<file path="src/rtl/tia_missile_motion.sv">
// tia_missile_motion: HMOVE extra-clock (mec_bar) burst generator for one missile.
// Define TIA_HMOVE_BLANK_EN to add the 8-pixel late-HBLANK extension on hmove_blank.
module tia_missile_motion (
    input  logic       clk,
    input  logic       reset,
    input  logic       hmove,
    input  logic       hmm_wr,
    input  logic [3:0] hmm_data,
    input  logic       hmclr,
    input  logic       hblank,
    output logic       mec_bar,
    output logic       hmove_active,
    output logic       hmove_blank
);
    typedef enum logic {IDLE, RUN} state_t;
    state_t     state_q, state_d;
    logic [3:0] hmm_q, tick_cnt_q, tick_cnt_d;
    logic [1:0] phase_q;
    logic [4:0] pulse_cnt_q, pulse_cnt_d, target;
    logic       motion_en_q, motion_en_d, mec_q, mec_d, tick;

    // Flipping the sign bit maps -8..+7 onto 0..15 pulses.
    assign target       = {1'b0, ~hmm_q[3], hmm_q[2:0]};
    assign tick         = phase_q == 2'd3;
    assign mec_bar      = mec_q;
    assign hmove_active = state_q == RUN;

    always_ff @(posedge clk or posedge reset)
        if (reset) hmm_q <= '0;
        else if (hmclr) hmm_q <= '0;
        else if (hmm_wr) hmm_q <= hmm_data;

    always_ff @(posedge clk or posedge reset)
        if (reset) begin
            state_q     <= IDLE;
            phase_q     <= '0;
            tick_cnt_q  <= '0;
            pulse_cnt_q <= '0;
            motion_en_q <= 1'b0;
            mec_q       <= 1'b1;
        end else begin
            state_q     <= state_d;
            phase_q     <= phase_q + 2'd1;
            tick_cnt_q  <= tick_cnt_d;
            pulse_cnt_q <= pulse_cnt_d;
            motion_en_q <= motion_en_d;
            mec_q       <= mec_d;
        end

    // A strobe on a tick edge restarts the sequence and swallows that tick.
    always_comb begin
        state_d     = state_q;
        tick_cnt_d  = tick_cnt_q;
        pulse_cnt_d = pulse_cnt_q;
        motion_en_d = motion_en_q;
        mec_d       = 1'b1;
        if (hmove) begin
            state_d     = RUN;
            tick_cnt_d  = '0;
            pulse_cnt_d = '0;
            motion_en_d = 1'b1;
        end else if (state_q == RUN && tick) begin
            if (motion_en_q && pulse_cnt_q < target) begin
                mec_d       = 1'b0;
                pulse_cnt_d = (pulse_cnt_q == 5'd16) ? pulse_cnt_q : pulse_cnt_q + 5'd1;
            end else if (pulse_cnt_q >= target) begin
                motion_en_d = 1'b0;
            end
            tick_cnt_d = tick_cnt_q + 4'd1;
            state_d    = (tick_cnt_q == 4'd15) ? IDLE : RUN;
        end
    end

`ifdef TIA_HMOVE_BLANK_EN
    logic       late_q;
    logic [2:0] late_cnt_q;

    // Latch holds through HBLANK, then for 8 more cycles after it falls.
    always_ff @(posedge clk or posedge reset)
        if (reset) begin
            late_q     <= 1'b0;
            late_cnt_q <= '0;
        end else if (hmove && hblank) begin
            late_q     <= 1'b1;
            late_cnt_q <= '0;
        end else if (late_q) begin
            if (hblank) late_cnt_q <= '0;
            else if (late_cnt_q == 3'd7) late_q <= 1'b0;
            else late_cnt_q <= late_cnt_q + 3'd1;
        end

    assign hmove_blank = hblank | late_q;
`else
    assign hmove_blank = hblank;
`endif
endmodule

</file>
<file path="config.mk">
export PLATFORM = sky130hd
export DESIGN_NAME = tia_missile_motion
export DESIGN_NICKNAME = d
export VERILOG_FILES = /design/src/rtl/tia_missile_motion.sv
export SDC_FILE = /design/constraint.sdc
export NUM_CORES = 1
export LEC_CHECK = 0
export ABC_AREA = 0
export CORE_UTILIZATION = 52
export DETAILED_ROUTE_END_ITERATION = 8
export HOLD_SLACK_MARGIN = 0.02
export PLACE_DENSITY = 0.77
export SYNTH_ARGS = -nofsm -noshare
export SYNTH_HDL_FRONTEND = slang
export SYNTH_SLANG_ARGS = --single-unit
</file>
<file path="constraint.sdc">
create_clock -name clk -period 2.1 [get_ports clk]
set_input_delay 0.315 -clock clk [delete_from_list [all_inputs] [get_ports clk]]
set_output_delay 0.315 -clock clk [all_outputs]
set_load 0.02 [all_outputs]
</file>
==> metrics.txt, run 1 <==
crit path cell chain ha_1 -> a211oi_2 -> nand3_2 -> or4_1 -> a21oi_1; row count 14; Worst setup EP type register; # setup viols final 0; outcome complete, but fails checks; syn avg cell area 10.75 um^2; worst r2r src pulse_cnt_q[3]; Synth Flop Type dfrtp_1; Die ar. 1908 um^2; final hold vios 0; Post-Route Skew 5.269 ps; synth top area cells dfrtp_1 (47%), ha_1 (11%), mux2i_1 (4.4%); overall die width 43.68 um; FF-to-FF End pulse_cnt_q[3]; PD cells 591.4 nW/um^2; initial core utilization 0.5795; cell leakage power 0.4727 nW; GP Congestion 0.7687; DR iter-0 viols 6; Worst-Margin Slew 663.3 ps; final antenna-violating net count 0; Ys Warns 0; CTS buffer count 3; critical path's largest stage delay 480 ps; ys async rst share 1.000; design area 1052 um^2; Setup TNS Final 0 ps; crit path DAT 2150 ps; final worst path period need 1940 ps; # nets final 115; crit-path max FO 5; final hold slack 405.6 ps; routed vias/inst 5.607; CORE AREA 1559 um^2; detailed-route wire length 1633 um; root buf cell clkbuf_4; Reg2Reg Depth 5; hold_buf cts 0; failing checks design-rule violations; kind of critical path reg -> reg; clk buf depth 2; die height 43.68 um; fmax 515.4 MHz; Worst Path Required 2310 ps; cell family with most CP delay simple AND/OR/NAND/NOR gates; area grow syn2layout 16.48%; largest net degree at the start of global routing 19; Slowest cell on crit path or4_1; gr ovfl total 0; # port buffers 10; CTS sink cnt 18; DR WL/cell 14.58 um; antenna violations before repair 0; top cell type's share of synthesized area 0.4709; DRT Pass-1 Iters 5; max-capacitance violation count 0; Post-DP Area 1016 um^2; Max-slew headroom 0.5573; RSZ-0062 raised after global routing no; count of cell types in the netlist 30; cts repair resizes 0; EDFF count, synth 0; H-tree depth 1; Synth Instances 84; via count 628; Post CTS Setup Buffer Count 0; Final period util 0.9240; Netlist Area Pre-Place 903.4 um^2; n_diodes 0; Synth Net Count 102; Buf/Inv on CP 0; most frequent cells after synthesis dfrtp_1 (17), ha_1 (8), nor2_1 (8), inv_1 (7), nand3_1 (6); I/O pins 13; most numerous cell in the Yosys netlist dfrtp_1; fillcell total 140; CTS tree built; total track usage 0.2091; Yosys top cell by area dfrtp_1; vias in the first global route 654; Max VDD drop 0.3951 mV; first-pass GRT wire length 2835 um; drt drc 1; internal reg-to-reg setup slack 160 ps; sequential share of the synthesized area 0.5000; max-slew violations 0; HP Class in -> async; crit path launch type register; layout cells sized above 1 0.09375; dpl hpwl 1248 um; worst-skew pair later-pin latency 290 ps; clock input transition at the sequential cells of the worst setup and hold paths 100 ps; register bit total from synthesis 18
[worst max path at each step]
stage	start	to	slack, ps	cells past startpoint
floorplan	pulse_cnt_q[3]	pulse_cnt_q[3]	330	5
global placement	pulse_cnt_q[3]	pulse_cnt_q[3]	270	5
detailed placement	pulse_cnt_q[3]	pulse_cnt_q[3]	170	5
CTS	pulse_cnt_q[3]	pulse_cnt_q[3]	150	5
global route	pulse_cnt_q[3]	pulse_cnt_q[3]	40	5
finish	pulse_cnt_q[3]	pulse_cnt_q[3]	160	5
[layout make-up]
class | count | area [um^2] | area share
inverter | 7 | 26.28 | 0.02497
timing repair buffer | 11 | 107.6 | 0.1023
tap | 16 | 20.02 | 0.01902
clock buffer | 4 | 36.28 | 0.03448
sequential | 18 | 451.7 | 0.4293
multi-input combinational | 56 | 410.4 | 0.3900
[routing by layer]
layer,routed length [um],track usage,vias to the layer above
li1,-,-,312
met1,725,0.2609,307
met2,860,0.3493,7
met3,37,0.02500,2
met4,9,0.1188,0
met5,0,0,-
[registers in the layout (all words and copies together) (netlist names)]
name	count
hmove_active	1
mec_bar	1
tick_cnt_q	4
hmm_q	4
pulse_cnt_q	5
motion_en_q	1
phase_q	2
[cell families (layout without fill, tap and decap cells)]
logic type,Yosys count,in the layout,synth area share
and+or+nand+nor,26,26,0.1468
DFF,18,18,0.5000
AOI/OAI and AO/OA,14,14,0.1108
buffers and inverters,10,22,0.04571
adders and majority gates,8,8,0.1108
muxes,5,5,0.05679
xor gates and xnor gates,3,3,0.02909
[power breakdown]
part / switching, mW / internal [mW] / total [mW]
clock: 0.104 / 0.106 / 0.209
combinational: 0.0273 / 0.0261 / 0.0535
sequential: 0.00589 / 0.354 / 0.360
[worst reg2reg max path, stage by stage, from the launching register on]
cell	delay, ps
dfrtp_1	430
ha_1	330
a211oi_2	310
nand3_2	150
or4_1	480
a21oi_1	160
[cell usage in the layout (no fill, tap or decap)]
master	n
or3_1	1
buf_4	1
nand3_1	6
a211oi_2	1
nor2_1	8
o2111ai_1	1
ha_1	8
and3_1	1
a21oi_1	4
o2111a_2	1
and2_1	1
xor2_1	2
nand2_1	3
or4_1	1
clkbuf_4	3
dfrtp_1	17
o31ai_1	1
inv_1	7
nor2b_1	2
mux2_1	1
xnor2_1	1
nand3_2	1
clkbuf_8	1
o22ai_1	1
clkdlybuf4s50_1	10
dfstp_2	1
mux2i_1	4
nand4_1	2
o21ai_0	1
a21o_1	3
o21ai_1	1
[through the flow]
stage,util,total power [mW],std cells,setup slack (ps)
final,0.6750,0.6223,112,159.6
after CTS,0.6750,0.6340,112,151.2
after floorplan,-,0.3971,84,329.3
after detailed placement,0.6517,0.4206,108,172.5
after global routing,0.6750,0.6513,112,44.87
after global placement,0.6517,0.4185,108,270.3
Power figures use the tool's default switching activity.
==> run 2, diff against run 1 <==
- PLACE_DENSITY: 0.77 -> default
- PLACE_DENSITY_LB_ADDON: default -> 0.2
- SKIP_LAST_GASP: default -> 1
==> metrics.txt, run 2 (same netlist as run 1, synthesis figures left out) <==
outcome completed; crit-path max FO 5 (unchanged); I/O pins 13 (unchanged); max-slew violations 0 (unchanged); antenna violations before repair 0 (unchanged); first-pass GRT wire length 2766 um (-2.4%); DR top layer met4; via count 638 (+1.6%); final worst path period need 1977 ps (+36.61 ps); drt drc 0 (-1); detailed-route wire length 1512 um (-7.4%); CORE AREA 1559 um^2 (unchanged); overall die width 43.68 um (unchanged); final hold vios 0 (unchanged); fillcell total 119 (-15%); # port buffers 10 (unchanged); largest registers pulse_cnt_q: 5 flops, hmm_q: 4 flops, tick_cnt_q: 4 flops; crit path DAT 2200 ps (+50 ps); Final period util 0.9414 (+0.01743); CTS sink cnt 18 (unchanged); initial core utilization 0.5795 (unchanged); final hold slack 397.2 ps (-8.462 ps); CTS buffer count 3 (unchanged); dpl hpwl 1106 um (-11%); PD cells 595.7 nW/um^2 (+0.74%); end-of-flow core utilization 0.6798 (+0.004815); total track usage 0.1984 (-0.01073); row count 14 (unchanged); Tot Pwr 0.6313 mW (+1.5%); layout cells sized above 1 0.09375 (unchanged); CTS tree built; clock input transition at the sequential cells of the worst setup and hold paths 110 ps (about the same); Setup WS pre-CTS 143.1 ps (-29.38 ps); n_diodes 0 (unchanged); DR WL met2 674 um (-22%); Max-slew headroom 0.5593 (+0.002021); routed vias/inst 5.696 (+1.6%); H-tree depth 1 (unchanged); Die ar. 1908 um^2 (unchanged); DR WL/cell 13.50 um (-7.4%); Worst Path Required 2320 ps (about the same); GP Congestion 0.7734 (+0.61%); most frequent cells in the layout dfrtp_1 (17), clkdlybuf4s50_1 (10), nor2_1 (8), ha_1 (8), inv_1 (7); largest net degree at the start of global routing 19 (unchanged); Post-Route Skew 3.354 ps (-1.915 ps); worst setup margin 123.0 ps (-36.61 ps); Top reg by flops pulse_cnt_q; worst-skew pair later-pin latency 300 ps (about the same); Setup TNS Final 0 ps (unchanged); Max VDD drop 0.4554 mV (+15%); DRT Pass-1 Iters 4 (-1); kind of critical path reg -> reg; crit path launch type register; area grow syn2layout 17.31%; RSZ-0062 raised after global routing no; gr ovfl total 0 (unchanged); die height 43.68 um (unchanged); post-route insts no fill 112 (unchanged); Cells after DPL 108 (unchanged); HP Class in -> async; root buf cell clkbuf_4; Post-DP Area 1016 um^2 (unchanged); fmax 505.8 MHz (-1.9%); # nets final 115 (unchanged); commonest non-fill, non-tap cell in the layout dfrtp_1; # setup viols final 0 (unchanged); vias in the first global route 625 (-4.4%); M1 WL 746 um (+2.9%); Post CTS Setup Buffer Count 0 (unchanged); design area 1060 um^2 (+0.71%); cell leakage power 0.4766 nW (+0.81%); DR iter-0 viols 20 (+14); total length of routed met3 wires 58 um (+57%); Worst setup EP type register; Worst-Margin Slew 660.3 ps (-3.028 ps); final antenna-violating net count 0 (unchanged); max-capacitance violation count 0 (unchanged); max reg flops 5 (unchanged); clk buf depth 2 (unchanged)
[run 2: cell count changes in the layout (fill, tap and decap cells not counted)]
cell      change
a211oi_2      -1
a211oi_4      +1
[run 2: routing by layer]
metal / track usage / vias to the layer above
li1: - / 315
met1: 0.2802 / 301
met2: 0.3015 / 18
met3: 0.02500 / 4
met4: 0.1000 / 0
met5: 0 / -
[run 2: final cells by class]
type | instances | area [um^2] | share of cell area
Sequential cell | 18 | 451.7 | 0.4262
Multi-Input combinational cell | 56 | 417.9 | 0.3943
Timing Repair Buffer | 11 | 107.6 | 0.1015
Clock buffer | 4 | 36.28 | 0.03424
Inverter | 7 | 26.28 | 0.02479
Tap cell | 16 | 20.02 | 0.01889
[run 2: repair_timing]
item,4_1_cts,5_1_grt
setup endpoints to repair,0,1
resized for setup,0,1
hold buffers,0,0
[run 2: power breakdown]
part	total [mW]	internal (mW)	leakage, nW	switching (mW)
combinational	0.0533	0.0263	0.227	0.0270
clock	0.219	0.106	0.0210	0.113
sequential	0.359	0.354	0.229	0.00557
[run 2: worst paths after layout]
path                                start              to  slack (ps)  depth (start not counted)
min                                 reset        hmm_q[2]         400                          2
min reg2reg                    phase_q[0]      phase_q[0]         430                          1
max                        pulse_cnt_q[3]  pulse_cnt_q[3]         120                          5
max reg2reg                pulse_cnt_q[3]  pulse_cnt_q[3]         120                          5
max in group asynchronous           reset   tick_cnt_q[3]        1280                          2
min in group clk               phase_q[0]      phase_q[0]         430                          1
[run 2: critical path, cell delays in order, from the launching register on]
cell and delay [ps]:
dfrtp_1 440, ha_1 360, a211oi_4 320, nand3_2 140, or4_1 480, a21oi_1 170
==> run 3, diff against run 2 <==
- PLACE_DENSITY: default -> 0.85
- PLACE_DENSITY_LB_ADDON: 0.2 -> default
==> metrics.txt, run 3 (same netlist as run 1, synthesis figures left out) <==
outcome complete, but fails checks; failing checks design-rule violations; commonest non-fill, non-tap cell in the layout dfrtp_1; n_diodes 0 (unchanged); cts repair resizes 0 (unchanged); worst setup margin 181.4 ps (+58.36 ps); Max VDD drop 0.3232 mV (-29%); DR WL/cell 13.75 um (+1.8%); H-tree depth 1 (unchanged); drt drc 1 (+1); clock input transition at the sequential cells of the worst setup and hold paths 100 ps (about the same); Worst-Margin Slew 679.1 ps (+18.83 ps); final hold vios 0 (unchanged); largest net degree at the start of global routing 19 (unchanged); final hold slack 412.3 ps (+15.16 ps); gr ovfl total 0 (unchanged); Top reg by flops pulse_cnt_q; Cells after DPL 107 (-0.93%); HP Class in -> async; overall die width 43.68 um (unchanged); GP Congestion 0.7745 (+0.14%); hold_buf cts 0 (unchanged); via count 654 (+2.5%); Tot Pwr 0.6181 mW (-2.1%); Post-Route Skew 2.385 ps (-0.9692 ps); I/O pins 13 (unchanged); final antenna-violating net count 0 (unchanged); dpl hpwl 1159 um (+4.7%); die height 43.68 um (unchanged); kind of critical path reg -> reg; crit path launch type register; most frequent cells in the layout dfrtp_1 (17), clkdlybuf4s50_1 (10), nor2_1 (8), ha_1 (8), inv_1 (7); DR iter-0 viols 14 (-30%); Post CTS Setup Buffer Count 0 (unchanged); max reg flops 5 (unchanged); worst-skew pair later-pin latency 290 ps (about the same); crit-path max FO 5 (unchanged); Worst setup EP type register; cell leakage power 0.4685 nW (-1.7%); CTS buffer count 3 (unchanged); max-capacitance violation count 0 (unchanged); Post-DP Area 1008 um^2 (-0.74%); Worst Path Required 2310 ps (about the same); first-pass GRT wire length 2697 um (-2.5%); root buf cell clkbuf_4; Setup WS pre-CTS 212.1 ps (+68.97 ps); initial core utilization 0.5795 (unchanged); DRT Pass-1 Iters 6 (+2); CORE AREA 1559 um^2 (unchanged); crit path DAT 2130 ps (-70 ps); Reg2Reg Depth 5 (unchanged); Die ar. 1908 um^2 (unchanged); layout cells sized above 1 0.08421 (-0.009539); final worst path period need 1919 ps (-58.36 ps); CTS tree built; RSZ-0062 raised after global routing no; Max-slew headroom 0.5467 (-0.01257); total track usage 0.1988 (+0.0003506); # port buffers 10 (unchanged); # setup viols final 0 (unchanged); vias in the first global route 674 (+7.8%); detailed-route wire length 1526 um (+0.93%); area grow syn2layout 15.65%; routed vias/inst 5.892 (+3.4%); fmax 521.2 MHz (+3.0%); antenna violations before repair 0 (unchanged); largest registers pulse_cnt_q: 5 flops, hmm_q: 4 flops, tick_cnt_q: 4 flops; post-route insts no fill 111 (-0.89%); end-of-flow core utilization 0.6701 (-0.009631); row count 14 (unchanged); Setup TNS Final 0 ps (unchanged); internal reg-to-reg setup slack 180 ps (+60 ps); design area 1045 um^2 (-1.4%); # nets final 114 (-0.87%); Final period util 0.9136 (-0.02779); clk buf depth 2 (unchanged); CTS sink cnt 18 (unchanged); max-slew violations 0 (unchanged); PD cells 591.6 nW/um^2 (-0.68%)
## run 3: changes by cell type in the layout (fill, tap and decap cells not counted), sizes merged
cell	delta
buf	-1
## run 3: area by class of cell
| type | instances | area, um^2 |
|---|---|---|
| inverter | 7 | 26.28 |
| fill | 116 | 514.2 |
| timing repair buffer | 10 | 100.1 |
| clock buffer | 4 | 36.28 |
| multi-input combinational | 56 | 410.4 |
| sequential | 18 | 451.7 |
| tap | 16 | 20.02 |
## run 3: path summary, 6_finish.rpt
kind / from / end
worst max register to register: pulse_cnt_q[3] / pulse_cnt_q[3]
worst min register to register: phase_q[0] / phase_q[0]
max in group asynchronous: reset / motion_en_q
worst min-delay path: reset / hmm_q[0]
worst max-delay path: pulse_cnt_q[3] / pulse_cnt_q[3]
min in group clk: phase_q[0] / phase_q[0]
## run 3: routing by layer
metal | vias up | GRT usage | part of all wire
li1 | 318 | - | -
met2 | 13 | 0.3433 | 0.51
met4 | 0 | 0.1500 | 0.031
met1 | 319 | 0.2210 | 0.43
met5 | - | 0 | 0
met3 | 4 | 0.02500 | 0.034
## run 3: where the power goes
part | switching, mW | internal [mW] | total (mW)
Combinational | 0.0263 | 0.0249 | 0.0512
Clock | 0.102 | 0.106 | 0.208
Sequential | 0.00562 | 0.354 | 0.359
## run 3: critical path, cell delays in order (launching register included)
cell and delay, ps:
dfrtp_1 420, ha_1 320, a211oi_2 310, nand3_2 150
or4_1 480, a21oi_1 160
